===== config.mk =====
export PLATFORM = sky130hd
export DESIGN_NAME = mult_8bit
export DESIGN_NICKNAME = d
export VERILOG_FILES = /design/src/rtl/mult_8bit.sv
export SDC_FILE = /design/constraint.sdc
export NUM_CORES = 1
export LEC_CHECK = 0
export CAP_MARGIN = 0
export CORE_ASPECT_RATIO = 2
export CORE_MARGIN = 4
export CORE_UTILIZATION = 52
export CTS_BUF_LIST = sky130_fd_sc_hd__clkbuf_4
export DETAILED_ROUTE_END_ITERATION = 6
export HOLD_SLACK_MARGIN = 0.05
export PLACE_DENSITY = 0.78
export SLEW_MARGIN = 20
export SYNTH_ARGS = -nofsm -noshare
export SYNTH_HDL_FRONTEND = slang
export SYNTH_SLANG_ARGS = --single-unit

===== constraint.sdc =====
create_clock -name clk -period 9.65 [get_ports clk]
set_clock_uncertainty 0.15 [all_clocks]
set_input_delay 1.93 -clock clk [delete_from_list [all_inputs] [get_ports clk]]
set_output_delay 1.93 -clock clk [all_outputs]
set_load 0.05 [all_outputs]

===== src/rtl/mult_8bit.sv =====
// 8x8 unsigned carry-ripple array multiplier, registered at input and output.
// Define MULT8_PIPE_EN to add a pipeline register after array row 4 (latency 3 instead of 2).

module mult8_ha (
  input  logic x,
  input  logic y,
  output logic s,
  output logic c
);
  assign s = x ^ y;
  assign c = x & y;
endmodule

module mult8_fa (
  input  logic x,
  input  logic y,
  input  logic ci,
  output logic s,
  output logic co
);
  assign s  = x ^ y ^ ci;
  assign co = (x & y) | (x & ci) | (y & ci);
endmodule

module mult_8bit (
  input  logic        clk,
  input  logic        rst_n,
  input  logic        in_valid,
  input  logic [7:0]  a,
  input  logic [7:0]  b,
  output logic        out_valid,
  output logic [15:0] p
);

  logic [7:0]      a_r, b_r;
  logic            v0;

  // row_s[j] is the 8-bit sum leaving row j, row_c[j] its carry out
  logic [7:0][7:0] row_s;
  logic [7:0]      row_c;

  logic [7:1]      s4_use;
  logic            c4_use;
  logic [7:0]      a_hi;
  logic [2:0]      b_hi;
  logic [4:0]      lo_use;
  logic            v_last;
  logic [15:0]     p_arr;

  always_ff @(posedge clk or negedge rst_n) begin
    if (!rst_n) begin
      a_r <= 8'h00;
      b_r <= 8'h00;
      v0  <= 1'b0;
    end else begin
      v0 <= in_valid;
      if (in_valid) begin
        a_r <= a;
        b_r <= b;
      end
    end
  end

`ifdef MULT8_PIPE_EN
  logic [7:1] s4_r;
  logic       c4_r;
  logic [7:0] a_p;
  logic [2:0] b_p;
  logic [4:0] lo_r;
  logic       v1;

  // mid-array register: partial sum of rows 0..4, operands still needed, finished low bits
  always_ff @(posedge clk or negedge rst_n) begin
    if (!rst_n) begin
      s4_r <= 7'h00;
      c4_r <= 1'b0;
      a_p  <= 8'h00;
      b_p  <= 3'h0;
      lo_r <= 5'h00;
      v1   <= 1'b0;
    end else begin
      v1 <= v0;
      if (v0) begin
        s4_r <= row_s[4][7:1];
        c4_r <= row_c[4];
        a_p  <= a_r;
        b_p  <= b_r[7:5];
        lo_r <= {row_s[4][0], row_s[3][0], row_s[2][0], row_s[1][0], row_s[0][0]};
      end
    end
  end

  assign s4_use = s4_r;
  assign c4_use = c4_r;
  assign a_hi   = a_p;
  assign b_hi   = b_p;
  assign lo_use = lo_r;
  assign v_last = v1;
`else
  assign s4_use = row_s[4][7:1];
  assign c4_use = row_c[4];
  assign a_hi   = a_r;
  assign b_hi   = b_r[7:5];
  assign lo_use = {row_s[4][0], row_s[3][0], row_s[2][0], row_s[1][0], row_s[0][0]};
  assign v_last = v0;
`endif

  assign row_s[0] = a_r & {8{b_r[0]}};
  assign row_c[0] = 1'b0;

  // each row adds pp row j to the previous row's sum shifted right by one
  for (genvar j = 1; j < 8; j++) begin : g_row
    logic [7:0] x;
    logic [7:0] y;
    logic [8:1] cy;

    if (j < 5) begin : g_lo_op
      assign x = a_r & {8{b_r[j]}};
    end else begin : g_hi_op
      assign x = a_hi & {8{b_hi[j-5]}};
    end

    if (j == 5) begin : g_y_mid
      assign y = {c4_use, s4_use};
    end else begin : g_y_chain
      assign y = {row_c[j-1], row_s[j-1][7:1]};
    end

    mult8_ha u_ha (
      .x (x[0]),
      .y (y[0]),
      .s (row_s[j][0]),
      .c (cy[1])
    );

    for (genvar i = 1; i < 8; i++) begin : g_bit
      mult8_fa u_fa (
        .x  (x[i]),
        .y  (y[i]),
        .ci (cy[i]),
        .s  (row_s[j][i]),
        .co (cy[i+1])
      );
    end

    assign row_c[j] = cy[8];
  end

  assign p_arr = {row_c[7], row_s[7], row_s[6][0], row_s[5][0], lo_use};

  always_ff @(posedge clk or negedge rst_n) begin
    if (!rst_n) begin
      out_valid <= 1'b0;
      p         <= 16'h0000;
    end else begin
      out_valid <= v_last;
      if (v_last) begin
        p <= p_arr;
      end
    end
  end

endmodule


Word-level counts from Yosys, hierarchy flattened
Index checks and enable logic that the tools add are counted.
- bitwise operators: 360
- operator list (operator ; count):
    1-bit AND ; 152
    1-bit XOR ; 104
    1-bit OR ; 96
    8-bit AND ; 8
- flip-flop bits (word level): 34
- input port bits: 19
- output and inout port bits: 17
- logic and storage cells: 365

Depth between registers and ports, before layout
Gate-level depths: netlist (run 1).
- word-level depth: 52
- mapped depth: 29
- depth with buffers taken out: 28

Cells and area by module
From an unflattened synthesis (run 1), not the netlist that was laid out.
- cells, all modules: 192
- area total of the unflattened synthesis: 2810.2 µm²
- modules (own cells, without submodules) (module ; instances ; cells an instance ; area an instance (µm²) ; sequential area each (µm²)):
    mult_8bit ; 1 ; 136 ; 1741.7 ; 850.8
    mult8_fa ; 49 ; 1 ; 20.0 ; 0.0
    mult8_ha ; 7 ; 1 ; 12.5 ; 0.0

Least setup slack after synthesis (run 1)
No wires, ideal clock.
- path kind: reg-to-reg
- from: register b_r[0]
- to: register p[14]
- library setup time: 0.125 ns
- arrival: 9.957 ns
- data required time: 9.375 ns
- setup slack: -0.582 ns
- stages on the path, launching flop included: 30
- buffers on the path: 1
- period minus slack after synthesis: 10.232 ns
- cells stage by stage: dfrtp_1 > clkbuf_1 > and2_1 > ha_1 > inv_1 > fa_1 > fa_1 > fa_1 > inv_1 > fa_1 > fa_1 > fa_1 > fa_1 > fa_1 > inv_1 > fa_1 > inv_1 > fa_1 > fa_1 > fa_1 > fa_1 > inv_1 > fa_1 > inv_1 > fa_1 > fa_1 > fa_1 > fa_1 > fa_1 > mux2_2
- longest elaborated chain between the ends: 50
- elaborated cells between the ends (all ways): 329
- those cells by class: 329 x bitwise
- RTL lines (what ; line ; text):
    start: declaration ; 35 ; logic [7:0] a_r, b_r;
    start signal: assignment ; 53 ; b_r <= 8'h00;
    start signal: assignment ; 59 ; b_r <= b;
    8-bit AND (*) ; 108 ; assign row_s[0] = a_r & {8{b_r[0]}};
    1-bit AND ; 11 ; assign c = x & y;
    1-bit AND ; 22 ; assign co = (x & y) | (x & ci) | (y & ci);
    1-bit OR (2 in series) ; 22 ;
    1-bit AND ; 22 ;
    1-bit OR (2 in series) ; 22 ;
    1-bit AND ; 22 ;
    1-bit OR (2 in series) ; 22 ;
    (+29 left out) ; - ;
    1-bit AND ; 22 ;
    1-bit OR (2 in series) ; 22 ;
    1-bit AND ; 22 ;
    1-bit OR (2 in series) ; 22 ;
    1-bit AND ; 22 ;
    1-bit OR (2 in series) ; 22 ;
    1-bit XOR (*) ; 21 ; assign s = x ^ y ^ ci;
    named net g_row[7].g_bit[7].u_fa.s ; 18 ; output logic s,
    end signal: assignment ; 158 ; p <= p_arr;
    end: declaration ; 32 ; output logic [15:0] p
Mark *: on every way through the listed nets, which the timed path passes. The rest lies on a longest branch.
A chain may end at the register's enable or synchronous reset.

Worst setup path in the final report (run 1)
- from: register a_r[0] (netlist: a_hi[0])
- to: register p[14]
- longest elaborated chain between the ends: 50
- elaborated cells between the ends (all ways): 323
- those cells by class: 323 x bitwise
- RTL lines (what ; line ; text):
    start: declaration ; 35 ;
    start signal: assignment ; 52 ; a_r <= 8'h00;
    start signal: assignment ; 58 ; a_r <= a;
    8-bit AND ; 118 ; assign x = a_r & {8{b_r[j]}};
    1-bit AND ; 11 ;
    1-bit AND ; 22 ;
    1-bit OR (2 in series) ; 22 ;
    1-bit AND ; 22 ;
    1-bit OR (2 in series) ; 22 ;
    1-bit AND ; 22 ;
    1-bit OR (2 in series) ; 22 ;
    (+29 left out) ; - ;
    1-bit AND ; 22 ;
    1-bit OR (2 in series) ; 22 ;
    1-bit AND ; 22 ;
    1-bit OR (2 in series) ; 22 ;
    1-bit AND ; 22 ;
    1-bit OR (2 in series) ; 22 ;
    1-bit XOR (*) ; 21 ;
    named net g_row[7].g_bit[7].u_fa.s ; 18 ;
Marks and branches as above.

==> results of run 1 <==
synth_stat cells, drive strengths merged:
library cell / count / share of area (%)
ha: 8 / 3.5
nand2: 19 / 2.5
buf: 4 / 2.2
nand3: 1 / 0.17
mux2: 31 / 14
dfrtp: 34 / 30
fa: 48 / 33
and2: 44 / 9.6
o21ai: 1 / 0.17
inv: 32 / 4.2
clkbuf: 3 / 0.39
registers in the layout, summed over array words and instances, names as in the netlist:
register   count
out_valid      1
v0             1
a_hi           8
b_r            8
p             16
what timing repair did:
| item | CTS | global route |
|---|---|---|
| buffers inserted | 0 | 0 |
| endpoints found under the setup margin | 2 | 2 |
| hold endpoints to repair | 0 | 0 |
| resized for setup | 7 | 14 |
| pin swaps | 10 | 27 |
worst max-delay path, delay by kind of cell (launching register included):
| family | cells | cell delay, ns |
|---|---|---|
| fa+ha+maj | 20 | 8.16 |
| buf+inv | 6 | 0.28 |
| flops | 1 | 0.38 |
| mux | 1 | 0.27 |
| simple gates | 1 | 0.15 |
metrics by stage:
stage | instance area, sq um | cells | setup slack [ns] | utilization, % | setup TNS (ns)
finish | 3490 | 329 | 0.152 | 64.4 | 0
global route | 3490 | 329 | -0.0434 | 64.4 | -0.0434
CTS | 3470 | 329 | 0.0444 | 64.0 | 0
detailed placement | 3350 | 321 | -0.127 | 61.8 | -0.187
global placement | 3350 | 321 | 0.0111 | 61.8 | 0
floorplan | 2960 | 225 | 0.0175 | - | 0
routing by layer:
| metal | track usage [%] | vias up | share of wire (%) |
|---|---|---|---|
| li1 | - | 772 | - |
| met1 | 19.4 | 905 | 32 |
| met2 | 33.9 | 35 | 62 |
| met3 | 2.05 | 10 | 2.7 |
| met4 | 6.80 | 0 | 2.9 |
| met5 | 0 | - | 0 |
cells by family after synthesis:
logic type	after synthesis	share of synthesized area (%)
multiplexers	31	14.5
AND/OR/NAND/NOR	64	12.2
buffers and inverters	39	6.74
AO/OA/AOI/OAI	1	0.174
flip-flops	34	29.6
adder cells (fa/ha/maj)	56	36.9
final cells by class:
cell class,instances,area (sq um),area share [%]
well taps,60,75.1,2.15
inverters,32,120,3.44
multi-input cells,152,1930,55.2
clock buffers,5,37.5,1.08
clock inverters,3,68.8,1.97
flip-flops and latches,34,851,24.4
repair buffers,43,410,11.8
path summary, 6_finish.rpt:
kind / start / end / depth (start not counted)
worst max-delay path: a_hi[0] / p[14] / 28
worst min-delay path: p[9] / p[9] / 1
worst max register to register: a_hi[0] / p[14] / 28
worst min register to register: p[9] / p[9] / 1
max in group asynchronous: rst_n / b_r[4] / 2
min in group asynchronous: rst_n / p[6] / 2
==> results_dict.tcl, run 1 <==
set metrics [dict create \
    status "finished, final reports clean" \
    r2r_setup_slack_ns 0.15 \
    chipHeight_um 113 \
    synth_cell_types 13 \
    period_needed_ns 9.50 \
    tightest_slew_ns 0.976 \
    report.final.setup_viol 0 \
    crit_required_ns 9.76 \
    syn-num-nets 300 \
    final_common_cell "and2_1" \
    routed_wl_um 5480 \
    syn_area_per_cell_sq_um 12.8 \
    path_max_fanout 2 \
    grt_max_degree 35 \
    drcViolationCount 0 \
    clkTransAtPathRegs_ns 0.13 \
    slew_violations 0 \
    dp.final_hpwl_um 4160 \
    detail_route.iter0.violations 27 \
    rows 38 \
    grt_usage_pct 18.1 \
    fmax_mhz 105 \
    ys_seq_area_share_pct 29.6 \
    cts_root_buffer "clkbuf_4" \
    grt_pass1_vias 1930 \
    hold_path.class "reg2reg" \
    postSynthCellCount 225 \
    viasPerCell 5.23 \
    slew_headroom_pct 34.7 \
    cts.sinks 34 \
    start_kind "register" \
    die-area_sq_um 6860 \
    cts_tree "built" \
    routedWlPerCell_um 16.7 \
    whs_ns 0.371 \
    diodes 0 \
    antenna_found_initial 0 \
    htree_levels 2 \
    start_util_pct 53.1 \
    rsz0062_at_grt "yes" \
    dieWidth_um 60.6 \
    coreArea_sq_um 5420 \
    grt_remaining_overflow 0 \
    ctsHoldBuffers 0 \
    clk_path_buf_depth 2 \
    cpMostUsedCell "fa_2" \
    fill_cells 439 \
    worst_setup_path_end_kind "register" \
    vias 1722 \
    synth-seq-cells 34 \
    drv_cap 0 \
    final_cell_mix "and2_1, clkdlybuf4s50_1, fa_2, dfrtp_1, inv_1" \
    ios 36 \
    fin_crit_sh_pct 98.4 \
    syn_area_sq_um 2880 \
    critPathArrivalTime_ns 9.61 \
    path_class "reg2reg" \
    cts_buffers 5 \
    numPortBuffers 35 \
    cp_slowest_stage_delay_ns 0.56 \
    antenna_left 0 \
    fin_nets 343 \
    hold_violations 0 \
    synth_warnings 0 \
    clk_latency_ns 0.36 \
    cpMaxStageDelayCell "fa_2" \
    place.gp.congestion 0.802 \
    synthToLayoutAreaGrowth_pct 21.3 \
    layout-drive-gt1-share_pct 33.5 \
    firstDrtPassIters 4 \
    grt_pass1_wl_um 9060 \
]
Power of run 1 is left out: the tool's default activity adds up to more than one toggle a clock period on the data nets, which glitch-free logic cannot reach.
==> inputs of run 2 (changes only) <==
--- a/config.mk
+++ b/config.mk
@@ -17,3 +17,4 @@
 export SYNTH_ARGS = -nofsm -noshare
 export SYNTH_HDL_FRONTEND = slang
 export SYNTH_SLANG_ARGS = --single-unit
+export TNS_END_PERCENT = 1
==> results of run 2 <==
Same layout as run 1: the final DEF is identical, and so are final timing and power.
Power of run 2 is left out for the same reason.
